**src/rtl/alu_arbiter.sv**
```systemverilog
// alu_arbiter: two-requester round-robin front end for one shared, external
// combinational ALU. A granted request is latched, presented to the ALU for
// one cycle (EXEC) and its result is held as a response until it is consumed.
//
// Ports
//   clk, rst                 clock, synchronous active-high reset
//   req_valid/req_ready[1:0] per-requester request handshake
//   req_a/req_b[63:0]        operands, requester i on [32i+31:32i]
//   req_op[5:0]              opcode, requester i on [3i+2:3i]
//   req_sa[9:0]              shift amount, requester i on [5i+4:5i]
//   alu_a/alu_b/alu_op/alu_sa  latched operands driven to the ALU
//   alu_r, alu_zero          ALU result and zero flag
//   rsp_valid/rsp_ready      response handshake
//   rsp_id, rsp_r, rsp_zero, rsp_skip  registered response payload
module alu_arbiter (
  input  logic        clk,
  input  logic        rst,
  input  logic [1:0]  req_valid,
  output logic [1:0]  req_ready,
  input  logic [63:0] req_a,
  input  logic [63:0] req_b,
  input  logic [5:0]  req_op,
  input  logic [9:0]  req_sa,
  output logic [31:0] alu_a,
  output logic [31:0] alu_b,
  output logic [2:0]  alu_op,
  output logic [4:0]  alu_sa,
  input  logic [31:0] alu_r,
  input  logic        alu_zero,
  output logic        rsp_valid,
  input  logic        rsp_ready,
  output logic        rsp_id,
  output logic [31:0] rsp_r,
  output logic        rsp_zero,
  output logic        rsp_skip
);

  localparam logic [2:0] OP_MOVZ = 3'b110;

  typedef enum logic [1:0] {IDLE, EXEC, RESP} state_t;

  state_t      state, state_next;
  logic        last_id;     // requester granted most recently
  logic        grant_id;
  logic        take;
  logic [31:0] lat_a, lat_b;
  logic [2:0]  lat_op;
  logic [4:0]  lat_sa;
  logic        lat_id;

  // On a tie the requester not granted last wins; reset leaves last_id = 1.
  always_comb begin
    grant_id   = (req_valid == 2'b11) ? ~last_id : req_valid[1];
    take       = (state == IDLE) && (|req_valid);
    req_ready  = '0;
    state_next = state;
    if (take && !rst) req_ready[grant_id] = 1'b1;
    case (state)
      IDLE:    if (take) state_next = EXEC;
      EXEC:    state_next = RESP;
      RESP:    if (rsp_ready) state_next = IDLE;
      default: state_next = IDLE;
    endcase
  end

  always_ff @(posedge clk) begin
    if (rst) begin
      state     <= IDLE;
      last_id   <= 1'b1;
      lat_a     <= '0;
      lat_b     <= '0;
      lat_op    <= '0;
      lat_sa    <= '0;
      lat_id    <= 1'b0;
      rsp_valid <= 1'b0;
      rsp_id    <= 1'b0;
      rsp_r     <= '0;
      rsp_zero  <= 1'b0;
      rsp_skip  <= 1'b0;
    end else begin
      state <= state_next;
      if (take) begin
        lat_a   <= grant_id ? req_a[63:32] : req_a[31:0];
        lat_b   <= grant_id ? req_b[63:32] : req_b[31:0];
        lat_op  <= grant_id ? req_op[5:3]  : req_op[2:0];
        lat_sa  <= grant_id ? req_sa[9:5]  : req_sa[4:0];
        lat_id  <= grant_id;
        last_id <= grant_id;
      end
      if (state == EXEC) begin
        rsp_valid <= 1'b1;
        rsp_id    <= lat_id;
        // MOVZ with a non-zero condition operand suppresses the ALU result.
        if (lat_op == OP_MOVZ && lat_b != '0) begin
          rsp_r    <= '0;
          rsp_zero <= 1'b1;
          rsp_skip <= 1'b1;
        end else begin
          rsp_r    <= alu_r;
          rsp_zero <= alu_zero;
          rsp_skip <= 1'b0;
        end
      end else if (state == RESP && rsp_ready) begin
        rsp_valid <= 1'b0;
      end
    end
  end

  assign alu_a  = lat_a;
  assign alu_b  = lat_b;
  assign alu_op = lat_op;
  assign alu_sa = lat_sa;

endmodule

```
**config.mk**
```make
export PLATFORM = sky130hd
export DESIGN_NAME = alu_arbiter
export DESIGN_NICKNAME = d
export VERILOG_FILES = /design/src/rtl/alu_arbiter.sv
export SDC_FILE = /design/constraint.sdc
export NUM_CORES = 1
export LEC_CHECK = 0
export ABC_AREA = 1
export CAP_MARGIN = 25
export CORE_MARGIN = 2
export CORE_UTILIZATION = 39
export DETAILED_ROUTE_END_ITERATION = 8
export PLACE_DENSITY_LB_ADDON = 0.08
export SYNTH_ARGS = -nofsm -noshare
export SYNTH_HDL_FRONTEND = slang
export SYNTH_SLANG_ARGS = --single-unit
```
**constraint.sdc**
```tcl
create_clock -name clk -period 2.89 [get_ports clk]
set_input_delay 0.289 -clock clk [delete_from_list [all_inputs] [get_ports clk]]
set_output_delay 0.289 -clock clk [all_outputs]
set_load 0.1 [all_outputs]
```
==> results of run 1 <==
area by class of cell:
class	instances	area, µm²	share of cell area
antenna	1	2.50	0.000331
clock buffer	9	225	0.0298
inverter	9	33.8	0.00446
tap	143	179	0.0236
timing repair buffer	301	2770	0.366
sequential	112	2240	0.296
clock inverter	7	76.3	0.0101
multi-input combinational	441	2040	0.270
metrics by stage:
| stage | power [mW] | cells | worst slack [ps] | util | hold slack, ps |
|---|---|---|---|---|---|
| final | 5.23 | 1023 | 793 | 0.663 | 456 |
| after CTS | 5.25 | 1021 | 788 | 0.660 | 459 |
| after global placement | 4.00 | 1005 | 630 | 0.634 | 438 |
| after detailed placement | 4.02 | 1005 | 591 | 0.634 | 446 |
| after global routing | 5.45 | 1022 | 666 | 0.663 | 486 |
| after floorplan | 3.40 | 612 | 986 | - | 402 |
kinds of logic after synthesis:
kind of cell	Yosys count	share of synthesized area
buf+inv	59	0.0658
simple gates	268	0.236
flops	112	0.490
compound gates	173	0.208
state kept, by name (all words and copies together), names as in the netlist:
register,count
alu_a,32
alu_b,32
alu_op,3
alu_sa,5
last_id,1
lat_id,1
rsp_id,1
rsp_r,32
rsp_skip,1
rsp_valid,1
rsp_zero,1
state,2
synth_stat cells:
| master | instances |
|---|---|
| or2_1 | 1 |
| nor3b_1 | 1 |
| inv_2 | 2 |
| nor2_1 | 26 |
| buf_4 | 6 |
| buf_2 | 12 |
| nand2_1 | 192 |
| dlygate4sd1_1 | 1 |
| a31oi_1 | 65 |
| inv_1 | 5 |
| clkinv_1 | 2 |
| a21oi_1 | 37 |
| buf_6 | 5 |
| o21ai_2 | 1 |
| o21ai_0 | 69 |
| o211ai_1 | 1 |
| dfxtp_1 | 112 |
| buf_1 | 3 |
| nor2_4 | 1 |
| nand3_1 | 45 |
| nor2_2 | 1 |
| clkbuf_1 | 23 |
| nand3b_1 | 1 |
power breakdown:
part	leakage, nW	internal [mW]	switching (mW)
Combinational	2.08	0.578	1.60
Sequential	0.925	1.71	0.101
Clock	0.140	0.613	0.629
Total	3.15	2.90	2.33
metal layers:
| layer | GRT usage | part of all wire | vias up |
|---|---|---|---|
| met3 | 0.0740 | 0.084 | 47 |
| met2 | 0.419 | 0.49 | 236 |
| met5 | 0 | 0.00082 | - |
| li1 | - | - | 2605 |
| met1 | 0.278 | 0.38 | 2384 |
| met4 | 0.121 | 0.047 | 2 |
tightest hold or removal path: stages, from the launching register on:
cell     delay, ps
dfxtp_1        300
inv_1           60
a21oi_1         50
final timing paths:
check / depth (start not counted) / endpoint / slack [ps] / from
setup reg to reg: 5 / rsp_zero / 1120 / state[0]
hold reg to reg: 2 / rsp_id / 460 / lat_id
setup / recovery: 8 / req_ready[1] / 790 / req_valid[1]
hold / removal: 2 / rsp_id / 460 / lat_id
==> results_dict.tcl, run 1 <==
set metrics [dict create \
    antenna_found_initial 1 \
    synth.area.top_cells "dfxtp_1, nand2_1, a31oi_1, o21ai_0, nand3_1" \
    clk_pin_slew_ps 70 \
    critPathLaunchType "primary input" \
    syn_to_final_growth_pct 65.3 \
    routabilityCongestion 0.798 \
    syn-num-nets 794 \
    first_pass_iters 5 \
    vias 5274 \
    via_per_inst 5.16 \
    ys_seq_area_frac 0.490 \
    syn-cell-area_um2 4580 \
    place_area_um2 7240 \
    cellLeakagePower_nw 3.15 \
    drt_iter0_markers 471 \
    syn_inst 612 \
    cp.buffers_inverters 4 \
    stdcell_area_um2 7570 \
    grt_pass1_vias 5158 \
    yosysTopAreaCell "dfxtp_1" \
    cts_sinks 112 \
    track_usage 0.245 \
    port_buffers 291 \
    ir_worst_vdd_mv 0.364 \
    worst_slew_pin_slew_ps 950 \
    htreeDepth 3 \
    crit_path_cell_trace "clkdlybuf4s50_1 -> nor2_1 -> nor2_4 -> inv_2 -> nor2_1 -> nand2_1 -> clkinv_1 -> buf_12" \
    root_buffer "clkbuf_16" \
    critPathCaptureType "output port" \
    netlist.area_leader.share 0.490 \
    holdCritPathClass "reg2reg" \
    grt_max_degree 131 \
    crit_type "in2out" \
    period_share 0.726 \
    hold_viol_final 0 \
    post_cts_buffers 0 \
    maxSlewHeadroom 0.363 \
    layout_commonest_cell "nand2_1" \
    nNetsFinal 1056 \
    place_hpwl_um 11400 \
    grt_pass1_wl_um 25100 \
    period_minus_slack_ps 2100 \
    worstPathArrival_ps 1810 \
    worst_clock_skew_ps 12.7 \
    initial_core_util 0.401 \
    ys_ff_latch 112 \
    clk_latency_ps 350 \
    cts_made_buffers 9 \
    fp.dieW_um 112 \
    power_density_nw_per_um2 691 \
    slowest_delay_ps 440 \
    fillers 979 \
    maxSlewViolCount 0 \
    cpMostUsedCell "nor2_1" \
    drive_above_1_share 0.165 \
    setup_tns_ps 0 \
    pin_count 292 \
    most-common-layout-cells "nand2_1, clkdlybuf4s50_1, buf_4" \
    slowest_stage "clkdlybuf4s50_1" \
    wl_per_cell_um 15.5 \
    clk_path_buf_depth 2 \
    synthDistinctLibCells 23 \
    drc 0 \
    fmax_mhz 477 \
    hold_buffers 0 \
    syn_avg_cell_area_um2 7.48 \
    cts_resized 0 \
    wirelength_um 15900 \
    ant_nets 0 \
    cp_max_fo 9 \
    rsz0062_at_grt "false" \
    row_count 39 \
    core-area_um2 11400 \
    drv_cap 0 \
    required_ps 2600 \
    setup_violations 0 \
    crit_family "buffers and inverters" \
    die_y_um 112 \
    tritoncts "done" \
    gr-total-overflow 0 \
    ys_warn_count 0 \
    status "finished clean" \
    dieArea_um2 12600 \
]
(Power assumes the default switching activity.)
==> run 2, diff against run 1 <==
- CORE_UTILIZATION: 39 -> 33
- clock period: 2.89 -> 1.9 ns (I/O delays scaled with it)
==> run 2 against run 1 <==
First-iteration DRC count is 41% lower. Core utilization fell by 10 points. Sequential share of layout area shrank 0.51 points. Critical path type is now reg2out. Critical endpoint unchanged.
==> results_dict.tcl, run 2 (synthesis gave the netlist of run 1 again) <==
set metrics [dict create \
    drt_iter0_markers 279 \
    clk_path_buf_depth 2 \
    most-common-layout-cells "nand2_1, clkdlybuf4s50_1, buf_4" \
    root_buffer "clkbuf_16" \
    period_minus_slack_ps 1800 \
    pwr-share-clk 0.249 \
    core-area_um2 13700 \
    grt_pass1_vias 5071 \
    setup_slack_ps 97.7 \
    fp.dieW_um 122 \
    wl_per_cell_um 15.2 \
    gr-total-overflow 0 \
    required_ps 1710 \
    crit_start "state[1]" \
    grt_max_degree 101 \
    worst_slew_pin_slew_ps 387 \
    pwr-share-comb 0.412 \
    cts_made_buffers 9 \
    hold_slack_ps 400 \
    grt_pass1_wl_um 25000 \
    clk_latency_ps 350 \
    p_int_mw 4.65 \
    vias 5270 \
    worst_clock_skew_ps 9.71 \
    regToRegStartpoint "state[1]" \
    layout_commonest_cell "nand2_1" \
    fillers 1290 \
    reg2reg_slack_ps 330 \
    p_total_mw 8.12 \
    clk_pin_slew_ps 70 \
    cts_sinks 112 \
    swShare 0.427 \
    htreeDepth 3 \
    crit_type "reg2out" \
    port_buffers 291 \
    place_hpwl_um 12000 \
    ir_worst_vdd_mv 0.544 \
    switching_power_mw 3.47 \
    first_pass_iters 4 \
    status "finished clean" \
    fin_util 0.561 \
    row_count 43 \
    drc 0 \
    critPathCaptureType "output port" \
    period_share 0.949 \
    track_usage 0.214 \
    worstPathArrival_ps 1610 \
    initial_core_util 0.334 \
    antenna_found_initial 1 \
    pin_count 292 \
    die_y_um 122 \
    hold_start "req_op[0]" \
    setup_violations 0 \
    cp_max_fo 7 \
    drv_cap 0 \
    fmax_mhz 555 \
    power_density_nw_per_um2 1050 \
    syn_to_final_growth_pct 68.2 \
    routabilityCongestion 0.808 \
    via_per_inst 4.93 \
    tritoncts "done" \
    cellLeakagePower_nw 3.21 \
    seq_power_share 0.339 \
    pre_cts_ws_ps 181 \
    maxSlewViolCount 0 \
    critPathLaunchType "flip-flop" \
    drive_above_1_share 0.173 \
    wirelength_um 16300 \
    hold_viol_final 0 \
    holdCritPathClass "in2reg" \
    maxSlewHeadroom 0.742 \
    nNetsFinal 1065 \
    ant_nets 0 \
    dieArea_um2 14800 \
]
run 2: changes by cell type in the layout (fill, tap and decap cells not counted), sizes merged:
cell / change
clkbuf: +1
clkinv: +1
clkinvlp: -2
inv: -2
buf: +9
bufinv: +2
run 2: final cells by class:
cell class                 count  area [µm²]  share of cell area
timing repair buffer         310        2840               0.369
sequential                   112        2240               0.291
multi-input combinational    441        2040               0.265
clock buffer                  10         229              0.0297
tap                          180         225              0.0292
clock inverter                 6        83.8              0.0109
inverter                       9        36.3             0.00471
antenna                        1        2.50            0.000325
run 2: power by group through the flow:
stage / Combinational, mW / Sequential, mW / Clock, mW
final: 3.35 / 2.75 / 2.02
after global routing: 3.51 / 2.78 / 2.16
after CTS: 3.36 / 2.75 / 2.08
after detailed placement: 3.35 / 2.80 / 0
after global placement: 3.33 / 2.80 / 0
after floorplan: 0.642 / 4.53 / 0
run 2: final timing paths:
kind | cells after the start | end
worst min register to register | 2 | rsp_valid
worst max register to register | 6 | alu_a[25]
worst min-delay path | 3 | alu_op[0]
worst max-delay path | 7 | req_ready[1]
run 2: through the flow:
step	cell area [µm²]	std cells	TNS [ps]
floorplan	4580	612	0
global placement	7370	1050	0
detailed placement	7370	1050	0
CTS	7680	1066	0
global route	7700	1068	-14.7
finish	7700	1069	0
run 2: repair_timing:
action / in CTS / in global routing
setup buffers: 0 / 2
resized for setup: 0 / 1
endpoints found under the setup margin: 0 / 2
hold buffers: 0 / 0
run 2: routing by layer:
layer  vias up  GRT usage  part of all wire
li1       2619          -                 -
met1      2413      0.245              0.39
met2       205      0.360              0.48
met3        33     0.0679             0.088
met4         0      0.103             0.036
met5         -          0                 0
run 2: critical path, cell delays in order (launching register included):
cell and delay (ps):
dfxtp_1 340, or2_1 250, nor2_4 130, inv_2 50, nor2_1 80, nand2_1 100
inv_4 130, buf_12 180
==> run 3, diff against run 2 <==
- CORE_UTILIZATION: 33 -> 34
- CTS_BUF_LIST: not set -> sky130_fd_sc_hd__clkbuf_8
==> run 3 against run 2 <==
First-iteration DRC count up 3.9%. Fmax grew 0.13%. Via count decreased by 1.2%. Critical path depth did not move.
==> results_dict.tcl, run 3 (synthesis gave the netlist of run 1 again) <==
set metrics [dict create \
    nNetsFinal 1064 \
    gr-total-overflow 0 \
    track_usage 0.221 \
    pin_count 292 \
    holdCritPathClass "in2reg" \
    vias 5207 \
    instances_no_fill 1063 \
    grt_pass1_wl_um 25000 \
    status "finished clean" \
    cp_max_fo 7 \
    worst_clock_skew_ps 7.87 \
    ant_nets 0 \
    cts_made_buffers 9 \
    cts_sinks 112 \
    power_density_nw_per_um2 1030 \
    dieArea_um2 14400 \
    grt_max_degree 113 \
    drive_above_1_share 0.177 \
    grt_pass1_vias 4954 \
    htreeDepth 3 \
    cellLeakagePower_nw 3.18 \
    fin_util 0.580 \
    period_share 0.947 \
    dp_cells 1043 \
    routabilityCongestion 0.794 \
    initial_core_util 0.347 \
    most-common-layout-cells "nand2_1, clkdlybuf4s50_1, buf_4" \
    setup_violations 0 \
    drv_cap 0 \
    hold_buffers 0 \
    setup_slack_ps 100 \
    wirelength_um 16200 \
    root_buffer "clkbuf_8" \
    clk_latency_ps 380 \
    crit_type "reg2out" \
    wl_per_cell_um 15.2 \
    syn_to_final_growth_pct 67.1 \
    critPathLaunchType "flip-flop" \
    rsz0062_at_grt "true" \
    first_pass_iters 4 \
    row_count 42 \
    fmax_mhz 556 \
    port_buffers 291 \
    maxSlewHeadroom 0.728 \
    required_ps 1710 \
    maxSlewViolCount 0 \
    hold_viol_final 0 \
    num_antenna_cells 0 \
    p_total_mw 7.85 \
    worst_slew_pin_slew_ps 408 \
    tritoncts "done" \
    via_per_inst 4.90 \
    drc 0 \
    reg2reg_slack_ps 300 \
    clk_pin_slew_ps 100 \
    fp.dieW_um 120 \
    die_y_um 120 \
    critPathCaptureType "output port" \
    period_minus_slack_ps 1800 \
    pre_cts_ws_ps 121 \
    layout_commonest_cell "nand2_1" \
    core-area_um2 13200 \
    ir_worst_vdd_mv 0.501 \
    place_hpwl_um 11900 \
    drt_iter0_markers 290 \
    worstPathArrival_ps 1610 \
    antenna_found_initial 0 \
    clk_path_buf_depth 2 \
]
-- run 3: cell count changes in the layout (fill, tap and decap cells not counted), moves of 2 or more --
cell / before / now
clkbuf_8: 0 / 11
clkbuf_16: 9 / 0
buf_4: 124 / 122
clkinv_2: 3 / 1
nand2_1: 191 / 189
nand2_2: 1 / 3
-- run 3: critical path: stages, from the launching register on --
cell      delay (ps)
dfxtp_2          350
or2_1            240
nor2_4           130
inv_2             80
nor2_1           120
nand2_2           80
clkinv_4          70
buf_12           160
-- run 3: area by class of cell --
cell class	instances	area, µm²
fillers	1234	5540
clock inverters	5	103
well taps	176	220
multi-input cells	441	2050
repair buffers	309	2850
inverters	9	41.3
flip-flops and latches	112	2240
clock buffers	11	151
-- run 3: worst paths after layout --
kind,from,to,cells past startpoint
min,req_a[2],alu_a[2],3
min reg2reg,lat_id,rsp_id,2
max reg2reg,state[1],alu_b[18],6
max,state[1],req_ready[1],7
-- run 3: repair_timing --
item / CTS / global route
endpoints found under the setup margin: 2 / 2
setup buffers: 2 / 2
pin swaps: 1 / 0
gates cloned: 0 / 0
gates resized for setup: 2 / 3
hold endpoints to repair: 0 / 0
-- run 3: per-layer routing --
layer  vias to the layer above  wire length (µm)  track usage
li1                       2616                 -            -
met1                      2359              6430        0.252
met2                       202              7930        0.382
met3                        30              1300       0.0632
met4                         0               526       0.0978
met5                         -                 0            0
-- run 3: metrics by stage --
stage | setup TNS, ps | hold WS (ps) | instance area, µm²
after floorplan | 0 | 303 | 4580
after global placement | 0 | 435 | 7360
after detailed placement | 0 | 449 | 7360
after CTS | 0 | 344 | 7630
after global routing | -28.9 | 359 | 7650
final | 0 | 369 | 7650
-- run 3: report_power, final --
part / total [mW] / leakage (nW) / switching, mW / internal, mW
clock network: 1.75 / 0.126 / 0.805 / 0.946
logic: 3.35 / 2.13 / 2.45 / 0.901
registers: 2.75 / 0.926 / 0.151 / 2.60
